### config.mk
export PLATFORM = sky130hd
export DESIGN_NAME = freelist_ctrl
export DESIGN_NICKNAME = d
export VERILOG_FILES = /design/src/rtl/freelist_ctrl.sv
export SDC_FILE = /design/constraint.sdc
export NUM_CORES = 1
export LEC_CHECK = 0
export BUFFER_PORTS_ARGS = -buffer_cell sky130_fd_sc_hd__buf_2
export CAP_MARGIN = 10
export CORE_AREA = 2 2 75 77
export DETAILED_ROUTE_END_ITERATION = 16
export DIE_AREA = 0 0 77 79
export PLACE_DENSITY = 0.72
export SYNTH_ARGS = -nofsm -noshare
export SYNTH_HDL_FRONTEND = slang
export SYNTH_SLANG_ARGS = --single-unit
### constraint.sdc
create_clock -name i_clk -period 5.9 [get_ports i_clk]
set_clock_uncertainty 0.2 [all_clocks]
set_input_delay 0.295 -clock i_clk [delete_from_list [all_inputs] [get_ports i_clk]]
set_output_delay 0.295 -clock i_clk [all_outputs]
set_load 0.02 [all_outputs]
### src/rtl/freelist_ctrl.sv
// freelist_ctrl: rename-stage free-list allocate/release controller with a pending-free queue.
// Optional FREELIST_CTRL_BYPASS_EN: grant straight from the queue head when the list is empty.
module freelist_ctrl #(
    parameter int WIDTH  = 6,
    parameter int SIZE   = 2**WIDTH,
    parameter int QDEPTH = 4
) (
    input  logic             i_clk,
    input  logic             i_rst_n,
    input  logic [1:0]       i_req,
    output logic [1:0]       o_gnt,
    output logic [WIDTH-1:0] o_tag,
    input  logic [1:0]       i_free_vld,
    input  logic [WIDTH-1:0] i_free_tag0,
    input  logic [WIDTH-1:0] i_free_tag1,
    output logic             o_free_rdy,
    output logic             o_fl_re,
    output logic             o_fl_we,
    output logic [WIDTH-1:0] o_fl_wdata,
    input  logic [WIDTH-1:0] i_fl_rdata,
    output logic [WIDTH:0]   o_count,
    output logic             o_empty
);
    localparam int QW = $clog2(QDEPTH);
    localparam logic [WIDTH:0] CNT_MAX = (WIDTH+1)'(SIZE);
    localparam logic [QW:0]    OCC_LIM = (QW+1)'(QDEPTH-2);
    logic [WIDTH:0]   count;
    logic [WIDTH-1:0] q_mem [QDEPTH];
    logic [QW-1:0]    rd_ptr, wr_ptr;
    logic [QW:0]      occ;
    logic             rr;
    logic             q_nempty, bypass, can_gnt, pop, enq0, enq1;
    logic [1:0]       gnt_raw;
    assign q_nempty = occ != '0;
`ifdef FREELIST_CTRL_BYPASS_EN
    assign bypass = count == '0 && q_nempty;
`else
    assign bypass = 1'b0;
`endif
    assign can_gnt = i_rst_n && (count != '0 || bypass);
    always_comb begin
        gnt_raw    = &i_req ? (rr ? 2'b10 : 2'b01) : i_req;
        o_gnt      = can_gnt ? gnt_raw : 2'b00;
        o_tag      = bypass ? q_mem[rd_ptr] : i_fl_rdata;
        o_fl_re    = |o_gnt && !bypass;
        // a bypass grant consumes the queue head, so nothing is pushed that cycle
        o_fl_we    = i_rst_n && q_nempty && count != CNT_MAX && !(bypass && |o_gnt);
        o_fl_wdata = q_mem[rd_ptr];
        o_free_rdy = i_rst_n && occ <= OCC_LIM;
        pop        = o_fl_we || (bypass && |o_gnt);
        enq0       = o_free_rdy && i_free_vld[0];
        enq1       = o_free_rdy && i_free_vld[1];
    end
    assign o_count = count;
    assign o_empty = count == '0;
    always_ff @(posedge i_clk or negedge i_rst_n) begin
        if (!i_rst_n) begin
            count  <= CNT_MAX;
            rd_ptr <= '0;
            wr_ptr <= '0;
            occ    <= '0;
            rr     <= 1'b0;
        end else begin
            count  <= count + (WIDTH+1)'(o_fl_we) - (WIDTH+1)'(o_fl_re);
            rd_ptr <= rd_ptr + QW'(pop);
            wr_ptr <= wr_ptr + QW'(enq0) + QW'(enq1);
            occ    <= occ + (QW+1)'(enq0) + (QW+1)'(enq1) - (QW+1)'(pop);
            if (&i_req && |o_gnt)
                rr <= ~rr;
        end
    end
    always_ff @(posedge i_clk) begin
        if (enq0)
            q_mem[wr_ptr] <= i_free_tag0;
        if (enq1)
            q_mem[wr_ptr + QW'(enq0)] <= i_free_tag1;
    end
endmodule

==> impl_metrics.ini, run 1 <==
[global_routing]
antenna_found_initial = 0
grt_usage = 0.152
gr-total-overflow = 0
grt_max_degree = 19
grt_pass1_vias = 1472
grt_pass1_wl_um = 7050

[timing]
tightest_slew_ns = 0.618
slew_violations = 0
fin_crit_sh = 0.586
rsz0062_at_grt = no
max_freq_ghz = 0.289
setup_viol = 0
slew_headroom = 0.587
hold_viol = 0
min_period_ns = 3.46
fin_setup_tns_ns = 0

[cts]
clock_sinks = 39
post_cts_buffers = 0
cts-resized-gates = 0
hold_buffers = 1
ctsRootBufferMaster = clkbuf_8
h-tree-depth = 2
clk_pin_slew_ns = 0.08
cts_tree = done
cts_buffers = 5
clk_path_buf_depth = 2
clk_latency_ns = 0.29

[final_layout]
fillCellCount = 501
multi_input_area_um2 = 1060
final_cell_mix = 36 x buf_2, 24 x mux2_2, 24 x edfxtp_1
ff_latch_area_um2 = 1100
layout_commonest_cell = buf_2
diodes = 0
drive_gt1_frac = 0.396
finalInstanceArea_um2 = 2620
final_core_util = 0.492
final_nets = 247
area_delta_synth_final_pct = 14.9

[floorplanning]
io_pins = 49
die-area_um2 = 6080
die_y_um = 79
die_w_um = 77
rows = 27
core_area_um2 = 5340
start_util = 0.428

[yosys]
ys.flop_type = edfxtp_1
syn_area_per_cell_um2 = 13.4
yosys-top-cells-area = edfxtp_1 32%, dfrtp_1 15%, mux2_2 12%
synthesis.nets = 211
synth_edf_count = 24
synth_area_um2 = 2280
synthCells = 170
async_reset_ff_frac = 0.385
synth_top_area_frac = 0.316
synth.distinct_cells = 37
yosys_warnings = 0
ys_ff_latch = 39
synth.largest_area_cell = edfxtp_1
seq_area_frac_synth = 0.481

[power]
total_leakage_power_uw = 0.00112
peakVddDrop_v = 0.000247
power.density_nw_per_um2 = 509

[routing]
dr.pass1.iters = 4
vias = 1434
vias_per_cell = 5.14
drt-total-wl_um = 4240
drt_iter0_drc = 46
wl_per_cell_um = 15.2
route.detailed.drc = 0
ant_nets = 0

[run]
cap_violations = 0

[worst_setup_path]
cp-end-kind = register
cp.required_ns = 5.63
cp.arrival_ns = 3.19
crit_type = reg -> reg
crit_path_start_kind = register
cp_max_fo = 7
r2r_cells = 11

[run_status]
run_status = complete, no violations

[placed_design]
placed_area_um2 = 2500
gp_congestion = 0.785
dp_hpwl_um = 3220
io_buffers = 36

[worst_hold_path]
holdPathStages = 3
min_path_type = in -> reg
## cell type report
cell class,instances,share of cell area
clock inverters,3,0.0167
flip-flops and latches,39,0.418
inverters,20,0.0286
repair buffers,37,0.0725
clock buffers,5,0.0262
well taps,72,0.0343
multi-input cells,103,0.403
## worst paths after layout
check	from	end	slack [ns]
setup / recovery	occ[1]	q_mem[0][0]	2.44
max in group asynchronous	i_rst_n	o_count[6]	4.92
hold reg to reg	rr	rr	0.31
hold / removal	i_req[1]	rr	0.09
setup reg to reg	occ[1]	q_mem[0][0]	2.44
min in group asynchronous	i_rst_n	o_count[2]	0.25
## logic make-up (layout without fill, tap and decap cells)
family / after synthesis / in the layout / share of synthesized area
DFF: 39 / 39 / 0.481
and+or+nand+nor: 26 / 26 / 0.0778
adders and majority gates: 17 / 17 / 0.103
xor gates and xnor gates: 10 / 10 / 0.0384
buffers and inverters: 28 / 65 / 0.0559
AOI/OAI and AO/OA: 20 / 20 / 0.0668
muxes: 30 / 30 / 0.178
## synth_stat cells, types with 2 or more instances
library cell / n
a21oi_1: 5
fa_1: 3
xor2_1: 5
mux4_2: 6
edfxtp_1: 24
nor3_4: 4
mux2_2: 24
a41o_2: 2
clkbuf_1: 2
xnor2_1: 5
ha_1: 14
dfrtp_1: 14
nor2_1: 2
nand3_1: 3
nor2b_1: 2
o31ai_1: 2
o21bai_1: 3
buf_4: 6
inv_1: 20
nand2_1: 7
## layer usage
layer | up-vias | track usage | part of all wire
met5 | - | 0 | 0
met4 | 0 | 0.0554 | 0.017
met3 | 6 | 0.0364 | 0.043
met2 | 29 | 0.256 | 0.50
met1 | 709 | 0.192 | 0.44
li1 | 690 | - | -
## registers in the layout, indices dropped and copies added, names as in the netlist
signal and cells:
o_count 7, occ 3, q_mem 24, rd_ptr 2
rr 1, wr_ptr 2
## critical path, stage by stage, from the launching register on
cell      delay [ns]
dfrtp_1         0.37
inv_1           0.09
ha_1            0.21
o21ai_2         0.42
inv_1           0.19
nand2_1         0.13
inv_1           0.05
ha_1            0.20
xnor2_1         0.40
nand2_1         0.16
nor3_4          0.32
o21bai_1        0.37
## metrics by stage
stage	std cells	hold slack, ns	power (uW)	setup slack (ns)
floorplan	170	-0.201	960	2.65
global placement	270	0.0436	1100	2.56
detailed placement	270	0.0488	1130	2.42
CTS	279	0.0870	1350	2.40
global route	279	0.122	1440	2.12
finish	279	0.0913	1340	2.44
## where the power goes
group	switching [uW]	total (uW)	internal (uW)
logic	361	644	283
registers	83.5	468	384
clock network	98.5	224	126
(Power assumes the default switching activity.)
==> run 2: changes to the inputs <==
--- a/config.mk
+++ b/config.mk
@@ -10,7 +10,7 @@
 export CORE_AREA = 2 2 75 77
 export DETAILED_ROUTE_END_ITERATION = 16
 export DIE_AREA = 0 0 77 79
-export PLACE_DENSITY = 0.72
+export PLACE_DENSITY = 0.75
 export SYNTH_ARGS = -nofsm -noshare
 export SYNTH_HDL_FRONTEND = slang
 export SYNTH_SLANG_ARGS = --single-unit
==> constraint.sdc (replaced) <==
create_clock -name i_clk -period 2.9 [get_ports i_clk]
set_clock_uncertainty 0.2 [all_clocks]
set_input_delay 0.145 -clock i_clk [delete_from_list [all_inputs] [get_ports i_clk]]
set_output_delay 0.145 -clock i_clk [all_outputs]
set_load 0.02 [all_outputs]
==> impl_metrics.ini, run 2 (synthesis gave the netlist of run 1 again) <==
[floorplanning]
core_area_um2 = 5340
die_w_um = 77
die-area_um2 = 6080
rows = 27
io_pins = 49
start_util = 0.428
die_y_um = 79

[worst_setup_path]
crit_type = reg -> reg
rrSetupSlack_ns = 0.09
critPathTopFamily = compound AO/OA/AOI/OAI gates
cp-end-kind = register
max_stage_delay_ns = 0.43
crit_slowest_cell = dfrtp_2
cp_max_fo = 3
r2r-start = o_count[5]
r2r_end = o_count[6]
cp_cell_sequence = inv_2 > ha_4 > nand2_2 > o41a_1 > o21a_4 > ha_4 > inv_2 > ha_4 > inv_2 > fa_2 > nor2b_2 > o311a_1 > o32a_1 > nand3_1
cp.arrival_ns = 2.83
cp.required_ns = 2.93
r2r_cells = 14
crit_buf_inv = 3
crit_path_start_kind = register

[global_routing]
gr-total-overflow = 0
grt_usage = 0.160
grt_pass1_wl_um = 7430
grt_max_degree = 14
grt_pass1_vias = 1562
antenna_found_initial = 0

[routing]
dr.pass1.iters = 4
vias = 1531
ant_nets = 0
route.detailed.drc = 0
wl_per_cell_um = 14.6
vias_per_cell = 4.95
drt_iter0_drc = 69
drt-total-wl_um = 4530

[final_layout]
largest_register_ffs = 24
ff_latch_area_um2 = 1100
multi_input_area_um2 = 1160
top_register = q_mem
final_nets = 277
final_cells = 309
layout_commonest_cell = buf_2
fillCellCount = 468
final_cell_mix = 36 x buf_2, 24 x mux2_2, 24 x edfxtp_1
drive_gt1_frac = 0.511
area_delta_synth_final_pct = 30.1
final_core_util = 0.557
diodes = 0

[timing]
fin_setup_tns_ns = 0
slew_headroom = 0.582
max_freq_ghz = 0.357
min_period_ns = 2.81
setup_viol = 0
slew_violations = 0
rsz0062_at_grt = yes
hold_viol = 0
fin_crit_sh = 0.967
tightest_slew_ns = 0.626

[placed_design]
dp_hpwl_um = 3260
gp_congestion = 0.825
dpl.cell_count = 280
io_buffers = 36

[power]
switching_share = 0.411
p_seq_frac = 0.336
power.density_nw_per_um2 = 965
p_int_uw = 1690
clkPwrFrac = 0.129
total_leakage_power_uw = 0.00124
peakVddDrop_v = 0.000619
p_switching_uw = 1180
p_comb_frac = 0.535

[worst_hold_path]
min_path_type = in -> async

[cts]
clk_pin_slew_ns = 0.08
ctsRootBufferMaster = clkbuf_8
cts_tree = done
clk_latency_ns = 0.30
clock_sinks = 39
clk_path_buf_depth = 2
cts_buffers = 5
h-tree-depth = 2

[run_status]
run_status = complete, no violations

[run]
cap_violations = 0
[run 2: cell count changes in the layout (fill, tap and decap cells not counted), sizes merged]
cell / delta
clkinvlp: +2
clkinv: -1
buf: +16
bufinv: -1
dlygate4sd3: +14
[run 2: power groups by stage]
stage | logic, uW | registers (uW) | clock network (uW)
3_3_place_gp | 1460 | 960 | 0
6_report | 1530 | 963 | 370
5_1_grt | 1700 | 989 | 401
2_1_floorplan | 1090 | 965 | 0
3_5_place_dp | 1480 | 970 | 0
4_1_cts | 1510 | 960 | 381
[run 2: what timing repair did]
item / 4_1_cts / 5_1_grt
endpoints found under the hold margin: 38 / 0
buffers inserted: 0 / 6
hold buffers: 15 / 0
pin swaps: 1 / 6
resized for setup: 1 / 4
setup endpoints to repair: 1 / 47
[run 2: layout make-up]
cell class                 count  area share
inverter                      20      0.0253
sequential                    39       0.371
multi-input combinational    103       0.392
clock buffer                   5      0.0232
clock inverter                 3     0.00674
timing repair buffer          67       0.152
tap                           72      0.0303
[run 2: how the worst max path moves through the flow]
stage                     depth (start not counted)          end  startpoint  slack, ns
after floorplan                                  11  q_mem[2][0]      occ[1]      -0.02
after global placement                           14   o_count[6]  o_count[5]       0.08
after detailed placement                         14   o_count[6]  o_count[5]      0.002
after CTS                                        14   o_count[6]  o_count[5]       0.06
after global routing                             14   o_count[6]  o_count[5]      -0.04
final                                            14   o_count[6]  o_count[5]       0.09
[run 2: through the flow]
stage	setup WS, ns	hold WS [ns]	instance area (um2)	total power [uW]
6_report	0.0950	0.0448	2970	2870
5_1_grt	-0.0370	0.0518	2970	3090
2_1_floorplan	-0.0152	-0.351	2370	2060
3_3_place_gp	0.0835	-0.167	2660	2420
3_5_place_dp	0.00208	-0.167	2660	2450
4_1_cts	0.0559	0.0419	2900	2850
[run 2: per-layer routing]
metal  track usage  vias up  share of wire
li1              -      747              -
met1         0.197      751           0.44
met2         0.273       24           0.51
met3        0.0341        9          0.030
met4        0.0696        0          0.021
met5             0        -              0
